### config.mk
export PLATFORM = sky130hd
export DESIGN_NAME = pixie_vram_arbiter
export DESIGN_NICKNAME = d
export VERILOG_FILES = /design/src/rtl/pixie_pkg.sv /design/src/rtl/pixie_post_fifo.sv /design/src/rtl/pixie_vram_arbiter.sv
export SDC_FILE = /design/constraint.sdc
export NUM_CORES = 1
export LEC_CHECK = 0
export ABC_AREA = 1
export BUFFER_PORTS_ARGS = -buffer_cell sky130_fd_sc_hd__buf_2
export CAP_MARGIN = 20
export CORE_MARGIN = 8
export CORE_UTILIZATION = 54
export DETAILED_ROUTE_END_ITERATION = 12
export GPL_TIMING_DRIVEN = 0
export MAX_ROUTING_LAYER = met4
export PLACE_DENSITY_LB_ADDON = 0.2
export SYNTH_ARGS = -nofsm -noshare
export SYNTH_HDL_FRONTEND = slang
export SYNTH_SLANG_ARGS = --single-unit
export TNS_END_PERCENT = 10
### constraint.sdc
create_clock -name clk -period 3.3 [get_ports clk]
set_input_delay 0 -clock clk [delete_from_list [all_inputs] [get_ports clk]]
set_output_delay 0 -clock clk [all_outputs]
set_load 0.01 [all_outputs]
### src/rtl/pixie_pkg.sv
// Shared Pixie definitions: grant encoding and the default frame-buffer bus widths
// used by the front end, the scanout and the VRAM arbiter.
package pixie_pkg;

    localparam int PIXIE_ADDR_W = 10;
    localparam int PIXIE_DATA_W = 8;

    typedef enum logic [1:0] {
        GNT_NONE = 2'd0,
        GNT_SCAN = 2'd1,
        GNT_DMA  = 2'd2,
        GNT_CPU  = 2'd3
    } gnt_e;

endpackage

### src/rtl/pixie_post_fifo.sv
// Synchronous posting FIFO for DMA writes. A push into a full FIFO is accepted
// only when a pop happens in the same cycle; otherwise the push is ignored.
module pixie_post_fifo #(
    parameter int WIDTH = 18,
    parameter int DEPTH = 4
) (
    input  logic             clk,
    input  logic             reset,
    input  logic             push,
    input  logic [WIDTH-1:0] push_data,
    input  logic             pop,
    output logic [WIDTH-1:0] pop_data,
    output logic             full,
    output logic             empty
);

    localparam int PTR_W = $clog2(DEPTH);
    localparam logic [PTR_W:0] CNT_FULL = (PTR_W + 1)'(DEPTH);

    logic [WIDTH-1:0] mem [DEPTH];
    logic [PTR_W-1:0] wr_ptr;
    logic [PTR_W-1:0] rd_ptr;
    logic [PTR_W:0]   count;
    logic             do_push;
    logic             do_pop;

    assign empty    = (count == '0);
    assign full     = (count == CNT_FULL);
    assign do_pop   = pop && !empty;
    assign do_push  = push && (!full || do_pop);
    assign pop_data = mem[rd_ptr];

    always_ff @(posedge clk) begin
        if (do_push) begin
            mem[wr_ptr] <= push_data;
        end
    end

    // DEPTH is a power of two, so pointers wrap naturally.
    always_ff @(posedge clk) begin
        if (reset) begin
            wr_ptr <= '0;
            rd_ptr <= '0;
            count  <= '0;
        end else begin
            if (do_push) begin
                wr_ptr <= wr_ptr + PTR_W'(1);
            end
            if (do_pop) begin
                rd_ptr <= rd_ptr + PTR_W'(1);
            end
            case ({do_push, do_pop})
                2'b10:   count <= count + (PTR_W + 1)'(1);
                2'b01:   count <= count - (PTR_W + 1)'(1);
                default: count <= count;
            endcase
        end
    end

endmodule

### src/rtl/pixie_vram_arbiter.sv
// Pixie frame-buffer RAM arbiter: scanout, posted DMA writes and CPU share one RAM port.
// Define PIXIE_VRAM_STATS_EN to build the saturating contention counter on stat_conflicts.
module pixie_vram_arbiter
    import pixie_pkg::*;
#(
    parameter int ADDR_W       = PIXIE_ADDR_W,
    parameter int DATA_W       = PIXIE_DATA_W,
    parameter int FIFO_DEPTH   = 4,
    parameter int STARVE_LIMIT = 8
) (
    input  logic              clk,
    input  logic              reset,
    input  logic              dma_wr_en,
    input  logic [ADDR_W-1:0] dma_addr,
    input  logic [DATA_W-1:0] dma_data,
    output logic              dma_overflow,
    input  logic              scan_req,
    input  logic [ADDR_W-1:0] scan_addr,
    output logic              scan_ack,
    output logic [DATA_W-1:0] scan_rdata,
    input  logic              cpu_req,
    input  logic              cpu_we,
    input  logic [ADDR_W-1:0] cpu_addr,
    input  logic [DATA_W-1:0] cpu_wdata,
    output logic              cpu_ack,
    output logic [DATA_W-1:0] cpu_rdata,
    output logic [ADDR_W-1:0] ram_addr,
    output logic              ram_we,
    output logic [DATA_W-1:0] ram_wdata,
    input  logic [DATA_W-1:0] ram_rdata,
    output logic [15:0]       stat_conflicts
);

    localparam int FIFO_W   = ADDR_W + DATA_W;
    localparam int STARVE_W = $clog2(STARVE_LIMIT + 1);
    localparam logic [STARVE_W-1:0] STARVE_MAX = STARVE_W'(STARVE_LIMIT);

    logic              fifo_full;
    logic              fifo_empty;
    logic              fifo_pop;
    logic [FIFO_W-1:0] fifo_head;
    logic [ADDR_W-1:0] head_addr;
    logic [DATA_W-1:0] head_data;

    logic              scan_elig;
    logic              dma_elig;
    logic              cpu_elig;
    gnt_e              gnt_p0;
    gnt_e              gnt_p1;
    logic              cpu_rd_p1;
    logic [STARVE_W-1:0] starve_cnt;
    logic [ADDR_W-1:0] addr_hold;
    logic [DATA_W-1:0] wdata_hold;
    logic              overflow_q;

    pixie_post_fifo #(
        .WIDTH (FIFO_W),
        .DEPTH (FIFO_DEPTH)
    ) u_fifo (
        .clk       (clk),
        .reset     (reset),
        .push      (dma_wr_en),
        .push_data ({dma_addr, dma_data}),
        .pop       (fifo_pop),
        .pop_data  (fifo_head),
        .full      (fifo_full),
        .empty     (fifo_empty)
    );

    assign {head_addr, head_data} = fifo_head;

    // Stage p0: eligibility and grant. A requester whose ack is out this cycle
    // still holds its request, so it is masked to avoid a double grant.
    assign scan_elig = !reset && scan_req && (gnt_p1 != GNT_SCAN);
    assign dma_elig  = !reset && !fifo_empty;
    assign cpu_elig  = !reset && cpu_req && (gnt_p1 != GNT_CPU);

    always_comb begin
        gnt_p0 = GNT_NONE;
        if (cpu_elig && (starve_cnt == STARVE_MAX)) begin
            gnt_p0 = GNT_CPU;
        end else if (scan_elig) begin
            gnt_p0 = GNT_SCAN;
        end else if (dma_elig) begin
            gnt_p0 = GNT_DMA;
        end else if (cpu_elig) begin
            gnt_p0 = GNT_CPU;
        end
    end

    assign fifo_pop = (gnt_p0 == GNT_DMA);

    always_comb begin
        ram_addr  = addr_hold;
        ram_wdata = wdata_hold;
        ram_we    = 1'b0;
        case (gnt_p0)
            GNT_SCAN: ram_addr = scan_addr;
            GNT_DMA: begin
                ram_addr  = head_addr;
                ram_wdata = head_data;
                ram_we    = 1'b1;
            end
            GNT_CPU: begin
                ram_addr  = cpu_addr;
                ram_wdata = cpu_wdata;
                ram_we    = cpu_we;
            end
            default: ;
        endcase
    end

    always_ff @(posedge clk) begin
        if (reset) begin
            gnt_p1     <= GNT_NONE;
            cpu_rd_p1  <= 1'b0;
            starve_cnt <= '0;
            overflow_q <= 1'b0;
            addr_hold  <= '0;
            wdata_hold <= '0;
        end else begin
            gnt_p1     <= gnt_p0;
            cpu_rd_p1  <= (gnt_p0 == GNT_CPU) && !cpu_we;
            addr_hold  <= ram_addr;
            wdata_hold <= ram_wdata;
            if (gnt_p0 == GNT_CPU) begin
                starve_cnt <= '0;
            end else if (cpu_elig && (starve_cnt != STARVE_MAX)) begin
                starve_cnt <= starve_cnt + STARVE_W'(1);
            end
            if (dma_wr_en && fifo_full && !fifo_pop) begin
                overflow_q <= 1'b1;
            end
        end
    end

    // Stage p1: acks and read data; the RAM returns data for the p0 address now.
    assign scan_ack     = (gnt_p1 == GNT_SCAN);
    assign cpu_ack      = (gnt_p1 == GNT_CPU);
    assign scan_rdata   = scan_ack ? ram_rdata : '0;
    assign cpu_rdata    = (cpu_ack && cpu_rd_p1) ? ram_rdata : '0;
    assign dma_overflow = overflow_q;

`ifdef PIXIE_VRAM_STATS_EN
    logic [15:0] conflict_cnt;
    logic [1:0]  n_elig;

    function automatic logic [15:0] sat_inc16(input logic [15:0] v);
        return (v == 16'hFFFF) ? v : v + 16'd1;
    endfunction

    assign n_elig = 2'(scan_elig) + 2'(dma_elig) + 2'(cpu_elig);

    always_ff @(posedge clk) begin
        if (reset) begin
            conflict_cnt <= '0;
        end else if (n_elig >= 2'd2) begin
            conflict_cnt <= sat_inc16(conflict_cnt);
        end
    end

    assign stat_conflicts = conflict_cnt;
`else
    assign stat_conflicts = 16'd0;
`endif

endmodule

### Word level (Yosys, flattened, before mapping)

Memories as Yosys holds them, arrays and structs flattened. A register that Yosys moved wholly into a read port is not among the register bits.
Cells that the tools add are included.
Widths: inputs -> output; s select.

| storage, ports and cells | value |
|---|---|
| flip-flop bits (word level) | 33 |
| memory bits (writable) | 72 |
| bits of input ports | 60 |
| output and inout port bits | 54 |
| word-level logic and storage cells | 63 |
| memories kept | 1 |

Memory list:

| name | depth | bits a word | read ports | clocked after Yosys merged registers in | write ports | line | RTL |
|---|---|---|---|---|---|---|---|
| u_fifo.mem | 4 | 18 | 1 | 1 | 1 | pixie_post_fifo.sv:20 | `logic [WIDTH-1:0] mem [DEPTH];` |

| cells by class | value |
|---|---|
| add/subtract/negate cells | 5 |
| equal/unequal tests | 12 |
| reductions and logical operators | 22 |
| multiplexer cells | 14 |

Operator list:

| cell | number |
|---|---|
| $pmux 10 s3 | 1 |
| $mux 8 | 2 |
| $pmux 8 s2 | 1 |
| $logic_and 1x1->1 | 13 |
| $mux 2 | 6 |
| $eq 2x2->1 const B | 4 |
| $eq 2x1->1 const B | 3 |
| $pmux 3 s2 | 1 |
| $logic_not 1->1 | 5 |
| $add 2x1->2 const B | 2 |
| $add 4x1->4 const B | 1 |
| $eq 4x4->1 const B | 1 |
| $ne 4x4->1 const B | 1 |
| $add 3x1->3 const B | 1 |
| $eq 3x3->1 const B | 1 |
| $logic_not 3->1 | 1 |
| $sub 3x1->3 const B | 1 |
| $mux 1 | 2 |
| $ne 2x1->1 const B | 1 |
| $ne 2x2->1 const B | 1 |
| $pmux 1 s2 | 1 |
| $reduce_bool 2->1 | 1 |
| $reduce_or 2->1 | 1 |
| $logic_or 1x1->1 | 1 |

### Longest topological paths before layout

| logic depth | value |
|---|---|
| depth in word-level cells | 13 |
| depth in mapped cells | 14 |

### By module

A second synthesis with hierarchy kept.

| unflattened totals | value |
|---|---|
| cells, all modules | 509 |
| area total of the unflattened synthesis | 4,850.9 µm² |

By module, submodules not included:

| module | cells an instance | instances | area an instance (µm²) | seq. area each (µm²) |
|---|---|---|---|---|
| pixie_post_fifo | 238 | 1 | 3,140.5 | 2,342.2 |
| pixie_vram_arbiter | 271 | 1 | 1,710.4 | 520.5 |

### Worst setup path after synthesis

No wires, ideal clock.

| timing | value |
|---|---|
| kind | register to register |
| start point | register starve_cnt[0] |
| end point | register u_fifo.count[2] |
| setup slack | 0.912 ns |
| path buffers | 0 |
| cell stages (with the launch flop) | 14 |
| arrival | 2.265 ns |
| required time | 3.178 ns |
| path through | dfxtp_1 -> inv_1 -> ha_1 -> nand3_1 -> o211ai_2 -> nand2_1 -> nand2_1 -> ha_1 -> inv_1 -> fa_1 -> a21oi_1 -> o21ai_0 -> o21ai_0 -> a21oi_1 |

| between the ends | value |
|---|---|
| word-level cells in the longest chain between the ends | 9 |
| elaborated cells between the ends (all ways) | 11 |

Ends and longest elaborated chain:

| item | line | RTL |
|---|---|---|
| start, declared | pixie_vram_arbiter.sv:51 | `logic [STARVE_W-1:0] starve_cnt;` |
| start signal, assigned | pixie_vram_arbiter.sv:129 | `starve_cnt <= starve_cnt + STARVE_W'(1);` |
| $eq 4x4->1 (*) | pixie_vram_arbiter.sv:80 | `if (cpu_elig && (starve_cnt == STARVE_MAX)) begin` |
| $logic_and 1x1->1 (*) | pixie_vram_arbiter.sv:80 |  |
| $mux 2 (*) | pixie_vram_arbiter.sv:80 |  |
| $eq 2x2->1 (*) | pixie_vram_arbiter.sv:91 | `assign fifo_pop = (gnt_p0 == GNT_DMA);` |
| $logic_and 1x1->1 (*) | pixie_post_fifo.sv:29 | `assign do_pop = pop && !empty;` |
| $logic_or 1x1->1 | pixie_post_fifo.sv:30 | `assign do_push = push && (!full \|\| do_pop);` |
| $logic_and 1x1->1 | pixie_post_fifo.sv:30 |  |
| $eq 2x1->1 or $eq 2x2->1 (tied branches) | pixie_post_fifo.sv:52 | `case ({do_push, do_pop})` |
| $pmux 3 s2 or $reduce_bool 2->1 (tied branches) | -- |  |
| end signal, assigned | pixie_post_fifo.sv:53 | `2'b10: count <= count + (PTR_W + 1)'(1);` |
| end signal, assigned | pixie_post_fifo.sv:54 | `2'b01: count <= count - (PTR_W + 1)'(1);` |
| end signal, assigned | pixie_post_fifo.sv:55 | `default: count <= count;` |
| end, declared | pixie_post_fifo.sv:23 | `logic [PTR_W:0] count;` |

Every way passes the cells marked *; elsewhere a longest branch is shown, timed or not.
A chain may end at the register's enable or synchronous reset.

### Worst setup path in the final report

Ends and elaborated chain as after synthesis.

==> out/qor.yml <==
clock_tree:
  tritoncts: "yes"
  insertion_delay_ps: 360
  cts_buffers: 9
  htree_levels: 3
  clkSinkCount: 107
  cts.path.max_buffers: 2
  cts_root_buffer: "clkbuf_8"
  clk_pin_slew_ps: 100
power_and_ir_drop:
  seq_power_share: 0.435
  power_leakage_nw: 3.04
  power_density_nw_per_um2: 596
  power.share.clock: 0.221
  swShare: 0.350
  power_switching_w: 0.00131
  p_int_w: 0.00244
  vdd_drop_max_mv: 0.351
  comb_power_share: 0.344
flow_run:
  maxCapViolations: 0
setup_path:
  worstPathRequired_ps: 3550
  worstReg2RegStart: "starve_cnt[0]"
  reg2reg_depth: 13
  reg2reg_slack_ps: 420
  reg2reg_to: "u_fifo.count[2]"
  crit_path_start_kind: "register"
  arrival_ps: 3130
  crit_type: "reg -> reg"
  crit_path_end_kind: "register"
  path_max_fanout: 6
placement:
  post-place-ws_ps: 470
  hpwlAfterDp_um: 8600
  portBuffers: 96
  gp_congestion: 0.816
route:
  vias_per_cell: 4.81
  finalWirelength_um: 11800
  via_count: 4108
  wl_per_cell_um: 13.9
  drt_iter0_drc: 246
  ant_nets: 0
  dr.pass1.iters: 6
  route.detailed.drc: 0
synthesis:
  yosys_warnings: 0
  ys_types: 32
  async_flop_share: 0
  synthCells: 582
  synth_edf_count: 72
  avgSynthCellArea_um2: 8.64
  yosys.area.top_type: "edfxtp_1"
  ys.flop_type: "edfxtp_1"
  synth_area_um2: 5030
  synth_area_leaders: "edfxtp_1 43%, dfxtp_1 14%, nand2_1 13%, nor2_1 7.2%, inv_1 4.7%"
  synth_top_area_frac: 0.430
  ys_seq_area_frac: 0.569
  ys_seq_elements: 107
cells_and_area:
  layout.nets: 806
  n_fill_cell: 741
  final_common_cell: "nand2_1"
  drive_gt1_frac: 0.221
  syn_to_final_growth_pct: 25.2
  final_cell_mix: "177 x nand2_1, 100 x buf_2, 93 x nor2_1"
  final_util: 0.688
  antenna_cells: 0
global_routing:
  grt_pass1_vias: 4041
  grt_util_met3: 0.0537
  track_usage: 0.193
  grt_busiest_layer: "met2"
  antenna_found_initial: 0
  gr-usage-met1: 0.220
  grt_start_max_net_pins: 19
  gr-total-overflow: 0
  grt_first_pass_wirelength_um: 19100
  grtUsageMet2: 0.333
outcome:
  status: "completed"
sta:
  finalCritPeriodShare: 0.872
  finalHoldViolations: 0
  rsz0062_at_grt: "false"
  setup_violations: 0
  fin_crit_ps: 2880
  tns_ps: 0
  fmax_mhz: 347
  maxSlewHeadroom: 0.647
  fin_ws_ps: 421
  max_slew.worst_pin.slew_ps: 530
  drv_slew: 0
  final.setup_skew_ps: 9.87
floorplan:
  io_pins: 114
  die_w_um: 112
  start_util: 0.549
  die_area_um2: 12700
  die_y_um: 112
  core_area_um2: 9150
  rows: 35
min_path:
  min_path_cells: 5
  hp-start: "cpu_wdata[4]"
  holdPathEnd: "wdata_hold[4]"
  holdCritPathClass: "in -> reg"
==> critical path: stages, from the launching register on <==
cell and delay [ps]:
dfxtp_1 350, inv_1 80, ha_1 160, nand3_1 190, o211ai_2 410, nand2_1 190
nand2_1 250, ha_1 190, inv_1 60, fa_1 390, a21oi_1 150, o21ai_0 120
o21ai_0 170, a21oi_1 50
==> power groups by stage <==
stage          logic [W]  clock network [W]  registers (W)
4_1_cts          0.00129           0.000839        0.00163
5_1_grt          0.00146           0.000899        0.00165
6_report         0.00129           0.000829        0.00163
2_1_floorplan   0.000841                  0        0.00165
3_5_place_dp     0.00126                  0        0.00166
3_3_place_gp     0.00121                  0        0.00166
==> flip-flops by register name, summed over array words and instances, names as in the netlist, named ones only <==
signal / cells
u_fifo.count: 3
u_fifo.rd_ptr: 2
gnt_p1: 2
wdata_hold: 8
u_fifo.wr_ptr: 2
addr_hold: 10
starve_cnt: 4
u_fifo.mem: 72
cpu_rd_p1: 1
dma_overflow: 1
==> layout make-up <==
class | instances | area, µm² | share of cell area
inverters | 68 | 260 | 0.0414
clock inverters | 6 | 70.1 | 0.0111
multi-input cells | 387 | 1740 | 0.276
well taps | 111 | 139 | 0.0221
plain buffers | 35 | 234 | 0.0372
flip-flops and latches | 107 | 2860 | 0.455
clock buffers | 10 | 138 | 0.0219
repair buffers | 130 | 853 | 0.136
==> logic make-up (layout without fill, tap and decap cells) <==
logic type	count (synthesis)	in the layout	synth area share
simple gates	325	325	0.268
flops	107	107	0.569
buf+inv	103	249	0.0983
compound gates	37	37	0.0401
fa+ha+maj	8	8	0.0214
other cells	1	16	0.000746
xor+xnor	1	1	0.00174
==> Yosys cell counts, types with 2 or more instances <==
cell type,n
buf_6,3
nor2_1,97
nor2_4,2
o22ai_1,3
or2_0,2
nand2_1,177
dfxtp_1,35
nand3_4,2
a21oi_1,9
nand3_1,28
or2_1,8
edfxtp_1,72
ha_1,7
clkbuf_1,8
o21ai_1,5
buf_4,20
buf_2,4
inv_2,4
o21ai_0,17
nand2_2,5
inv_1,63
==> metal layers <==
| layer | wire length [µm] | share of wire |
|---|---|---|
| met1 | 5040 | 0.43 |
| met2 | 5740 | 0.48 |
| met3 | 996 | 0.084 |
| met4 | 69 | 0.0058 |
| met5 | 0 | 0 |
==> metrics by stage <==
step           total power, W  instances  hold slack [ps]  cell area (µm²)
4_1_cts               0.00377        854             1.49             6290
2_1_floorplan         0.00249        597             72.4             5080
5_1_grt               0.00400        854             29.2             6290
3_5_place_dp          0.00292        808              181             5790
3_3_place_gp          0.00287        804              182             5700
6_report              0.00375        854            0.709             6290
==> worst max path at each step <==
stage	end	startpoint
after CTS	u_fifo.count[2]	starve_cnt[0]
after floorplan	u_fifo.count[2]	starve_cnt[0]
after global placement	u_fifo.mem[2][10]	starve_cnt[0]
after detailed placement	u_fifo.count[2]	starve_cnt[0]
after global routing	u_fifo.count[2]	starve_cnt[0]
final	u_fifo.count[2]	starve_cnt[0]
==> what timing repair did <==
item | 4_1_cts | 5_1_grt
gates resized for setup | 0 | 0
hold buffers | 30 | 0
hold endpoints to repair | 88 | 0
setup buffers | 0 | 0
Note: power is estimated with default switching activity, not from simulation.
